$ cat config.mk
export PLATFORM = sky130hd
export DESIGN_NAME = down_timer5
export DESIGN_NICKNAME = d
export VERILOG_FILES = /design/src/rtl/down_timer5.sv
export SDC_FILE = /design/constraint.sdc
export NUM_CORES = 1
export LEC_CHECK = 0
export BUFFER_PORTS_ARGS = -buffer_cell sky130_fd_sc_hd__buf_2
export CAP_MARGIN = 40
export CORE_AREA = 3 3 44 46
export CTS_CLUSTER_DIAMETER = 40
export CTS_CLUSTER_SIZE = 28
export DETAILED_ROUTE_END_ITERATION = 6
export DIE_AREA = 0 0 47 49
export PLACE_DENSITY = 0.81
export REMOVE_ABC_BUFFERS = 1
export SYNTH_ARGS = -nofsm -noshare
export SYNTH_HDL_FRONTEND = slang
export SYNTH_SLANG_ARGS = --single-unit
$ cat constraint.sdc
create_clock -name clk -period 1.89 [get_ports clk]
set_input_delay 0.2835 -clock clk [delete_from_list [all_inputs] [get_ports clk]]
set_output_delay 0.2835 -clock clk [all_outputs]
set_load 0.02 [all_outputs]
$ cat src/rtl/down_timer5.sv
// down_timer5 -- loadable countdown timer with one-shot / auto-reload modes.
//
// A start value is taken over a valid/ready load handshake, then the count
// decrements on each enabled cycle. When a decrement would take the count
// from 1 to 0, a one-cycle expiry pulse is produced. The timer then stops
// (one-shot) or restarts from the stored start value (auto-reload).
//
// Ports:
//   clk          rising-edge clock
//   rst_n        asynchronous active-low reset
//   en           decrement enable while running (low = hold)
//   stop         synchronous abort to IDLE; beats load and decrement
//   load_valid   load request
//   load_ready   block can accept a load (IDLE and out of reset)
//   load_value   start value, sampled on accept
//   auto_reload  mode, sampled on accept (1 = reload at terminal count)
//   count        remaining count (registered)
//   busy         high while running
//   expired      one-cycle pulse at terminal count (registered)
//
// Load handshake: a transfer happens at a rising edge where load_valid and
// load_ready are both high. load_ready depends only on state and rst_n,
// never on load_valid. The requester holds load_value and auto_reload
// stable while load_valid is high, and may withdraw load_valid before a
// transfer.
module down_timer5 #(
  parameter int WIDTH = 5
) (
  input  logic             clk,
  input  logic             rst_n,
  input  logic             en,
  input  logic             stop,
  input  logic             load_valid,
  output logic             load_ready,
  input  logic [WIDTH-1:0] load_value,
  input  logic             auto_reload,
  output logic [WIDTH-1:0] count,
  output logic             busy,
  output logic             expired
);

  typedef enum logic {
    IDLE = 1'b0,
    RUN  = 1'b1
  } state_t;

  state_t           state_q, state_d;
  logic [WIDTH-1:0] count_q, count_d;
  logic [WIDTH-1:0] reload_q, reload_d;
  logic             mode_q, mode_d;
  logic             expired_q, expired_d;
  logic             accept;

  assign load_ready = rst_n && (state_q == IDLE);
  assign accept     = load_valid && load_ready;

  always_ff @(posedge clk or negedge rst_n) begin
    if (!rst_n) begin
      state_q   <= IDLE;
      count_q   <= '0;
      reload_q  <= '0;
      mode_q    <= 1'b0;
      expired_q <= 1'b0;
    end else begin
      state_q   <= state_d;
      count_q   <= count_d;
      reload_q  <= reload_d;
      mode_q    <= mode_d;
      expired_q <= expired_d;
    end
  end

  always_comb begin
    state_d   = state_q;
    count_d   = count_q;
    reload_d  = reload_q;
    mode_d    = mode_q;
    expired_d = 1'b0;

    if (stop) begin
      // Abort wins over everything; the stored start value and mode survive.
      state_d = IDLE;
      count_d = '0;
    end else begin
      case (state_q)
        IDLE: begin
          if (accept) begin
            reload_d = load_value;
            mode_d   = auto_reload;
            count_d  = load_value;
            if (load_value != '0) begin
              state_d = RUN;
            end else begin
              // A zero start value expires at once and never reloads.
              expired_d = 1'b1;
            end
          end
        end
        RUN: begin
          if (en) begin
            // count is never 0 in RUN; <= keeps the decrement from wrapping
            // should that ever be violated.
            if (count_q <= WIDTH'(1)) begin
              expired_d = 1'b1;
              if (mode_q) begin
                count_d = reload_q;
              end else begin
                count_d = '0;
                state_d = IDLE;
              end
            end else begin
              count_d = count_q - WIDTH'(1);
            end
          end
        end
        default: begin
          state_d = IDLE;
          count_d = '0;
        end
      endcase
    end
  end

  assign count   = count_q;
  assign busy    = (state_q == RUN);
  assign expired = expired_q;

endmodule
==> results.txt <==
Yosys warns -> 0
Area contributors post-synth -> dfrtp_1, mux2_2, nor2_1
Hold crit path type -> in -> async
First-pass GRT wire length -> 2850 µm
Hold-fix buffers, CTS -> 0
CP Data Arrival Time -> 1.88 ns
Final Hold Fails -> 0
Insertion delay to the later sink of the worst-skew pair -> 0.28 ns
Cell area after synthesis -> 800 µm²
Grt total ovfl -> 0
Final Skew -> 0.00334 ns
Critical path peak fanout -> 7
Iter 0 DRT Violations -> 21
Final nets -> 118
Simple-gate portion of the synthesized area -> 22.7%
Share of cells above drive strength 1 -> 32.7%
Yosys cell types -> 29
GRT Total Usage -> 17.0%
Longest Clk Path Bufs -> 2
EDFF count, synth -> 0
RePlAce Congestion -> 0.848
Reg-to-reg setup timing slack -> 0.19 ns
Largest net degree at the start of global routing -> 14
PostCTS Resize Cnt -> 0
Leak Pwr -> 0.434 nW
HPWL Detailed -> 1400 µm
Synth area leader -> dfrtp_1
TritonRoute pass-1 iters -> 4
Multiplexer share of the synthesized area -> 10.8%
Crit Path Class -> reg -> reg
Final WL -> 1800 µm
Remaining DRCs -> 0
Synth Area in XOR/XNOR -> 1.10%
Compound-Gate Fraction of Synth Area -> 17.1%
Number of global-route vias before repair -> 658
Data required, critical path -> 2.07 ns
Via density -> 6.04
Largest family of logic cells by synthesized area -> simple AND/OR/NAND/NOR gates
Post-route antenna net violation count -> 0
Filler cells -> 140
Row cnt -> 14
RSZ-0062 raised after global routing -> false
Ant diodes -> 0
Core Area -> 1540 µm²
Adder-cell share of the synthesized area -> 3.13%
Total CTS buffers -> 3
Total power -> 820 µW
Worst setup path start -> count[0]
Ports -> 19
DR vias -> 725
Die Area -> 2300 µm²
Sequential fraction of the synthesis area -> 40.7%
I/O Buffers -> 18
Max-cap violations -> 0
Maximum vdd drop -> 0.577 mV
Final worst-path cycle share -> 90.0%
Pwr/cell area -> 882 nW/µm²
Post-synthesis register bit count -> 13
CTS Sinks -> 13
Rel. slew slack -> 70.4%
Die Y -> 49 µm
Outcome -> finished, final reports clean
Post-synth top area share -> 40.7%
CTS clock-pin slew for the worst setup and hold paths -> 0.08 ns
Initial antenna violation count -> 0
Pins Over Slew Limit -> 0
Setup violators final -> 0
Critical R2R Launch -> count[0]
FFs w/ async S/R, synth -> 100%
CP Capture Type -> register
Most used DFF post-synth -> dfrtp_1
CTS tree -> done
WHS -> 0.0176 ns
Critical Path Start Type -> register
Starting Density -> 51.9%
DR WL/cell -> 15.0 µm
Htree depth -> 1
Setup TNS -> 0 ns
Worst slew pin tran -> 0.445 ns
Layout area overhead -> 16.3%
Fmax achieved -> 588 MHz
Cells after synthesis -> 83
Post-layout minimum cycle time -> 1.70 ns
Post-CTS setup buffer count -> 0
Avg Synthesized Cell Area -> 9.63 µm²
Die Width -> 47 µm
Clk root buf -> clkbuf_4
## area by class of cell
cell class,instances,area [µm²],area share (%)
inverters,4,15.0,1.62
flip-flops and latches,13,325,35.0
clock buffers,4,26.3,2.83
multi-input cells,63,438,47.1
well taps,16,20.0,2.15
repair buffers,20,105,11.3
## stage by stage
stage | utilization, % | std cells | worst slack [ns] | cell area [µm²]
final | 60.3 | 120 | 0.190 | 930
after global routing | 60.3 | 120 | 0.0904 | 930
after global placement | 58.6 | 116 | 0.252 | 903
after CTS | 60.3 | 120 | 0.186 | 930
after floorplan | - | 80 | 0.145 | 778
after detailed placement | 58.6 | 116 | 0.198 | 903
## layer usage
metal / vias to the layer above / global-route usage [%] / part of all wire [%]
li1: 335 / - / -
met1: 348 / 22.8 / 43
met2: 39 / 24.7 / 47
met3: 3 / 6.27 / 9.3
met4: 0 / 5.99 / 0.83
met5: - / 0 / 0
## cells by family (layout without fill, tap and decap cells)
family	Yosys count	after routing
simple gates	36	36
compound gates	16	16
flops	13	13
mux	8	8
buf+inv	7	28
fa+ha+maj	2	2
xor+xnor	1	1
## synth_stat cells (all sizes together), types with 2 or more instances
cell type  count
inv            4
nand3          4
and2           2
nor2          12
buf            3
mux2i          3
a21oi          4
ha             2
a31oi          2
mux2           5
dfrtp         13
nand2          9
nor2b          2
nor3           6
## flip-flops by register name (all words and copies together) (netlist names)
| signal | flops |
|---|---|
| count | 5 |
| busy | 1 |
| mode_q | 1 |
| reload_q | 5 |
| expired | 1 |
## worst paths after layout
check                               to  depth (start not counted)
max                           count[0]                          5
min                           count[0]                          2
max reg2reg                   count[0]                          5
min reg2reg                reload_q[2]                          1
max in group asynchronous      expired                          2
min in group clk                mode_q                          3
## cell usage in the layout (no fill, tap or decap), types with 3 or more instances in the layout
cell	instances
a21oi_1	4
buf_2	18
clkbuf_4	3
dfrtp_1	13
inv_1	4
mux2_2	5
mux2i_1	3
nand2_1	9
nand3_1	4
nor2_1	12
nor3_1	4
## critical path: stages, from the launching register on
cell and delay, ns:
dfrtp_1 0.46, ha_1 0.23, o21bai_2 0.21, and2_4 0.18, a311o_1 0.34, a22o_1 0.17
## power breakdown
group          total, mW  internal [mW]  switching [mW]
Combinational      0.261          0.118           0.144
Clock              0.179         0.0821          0.0966
Sequential         0.380          0.325          0.0549
Total              0.820          0.524           0.295
Power figures use the tool's default switching activity.
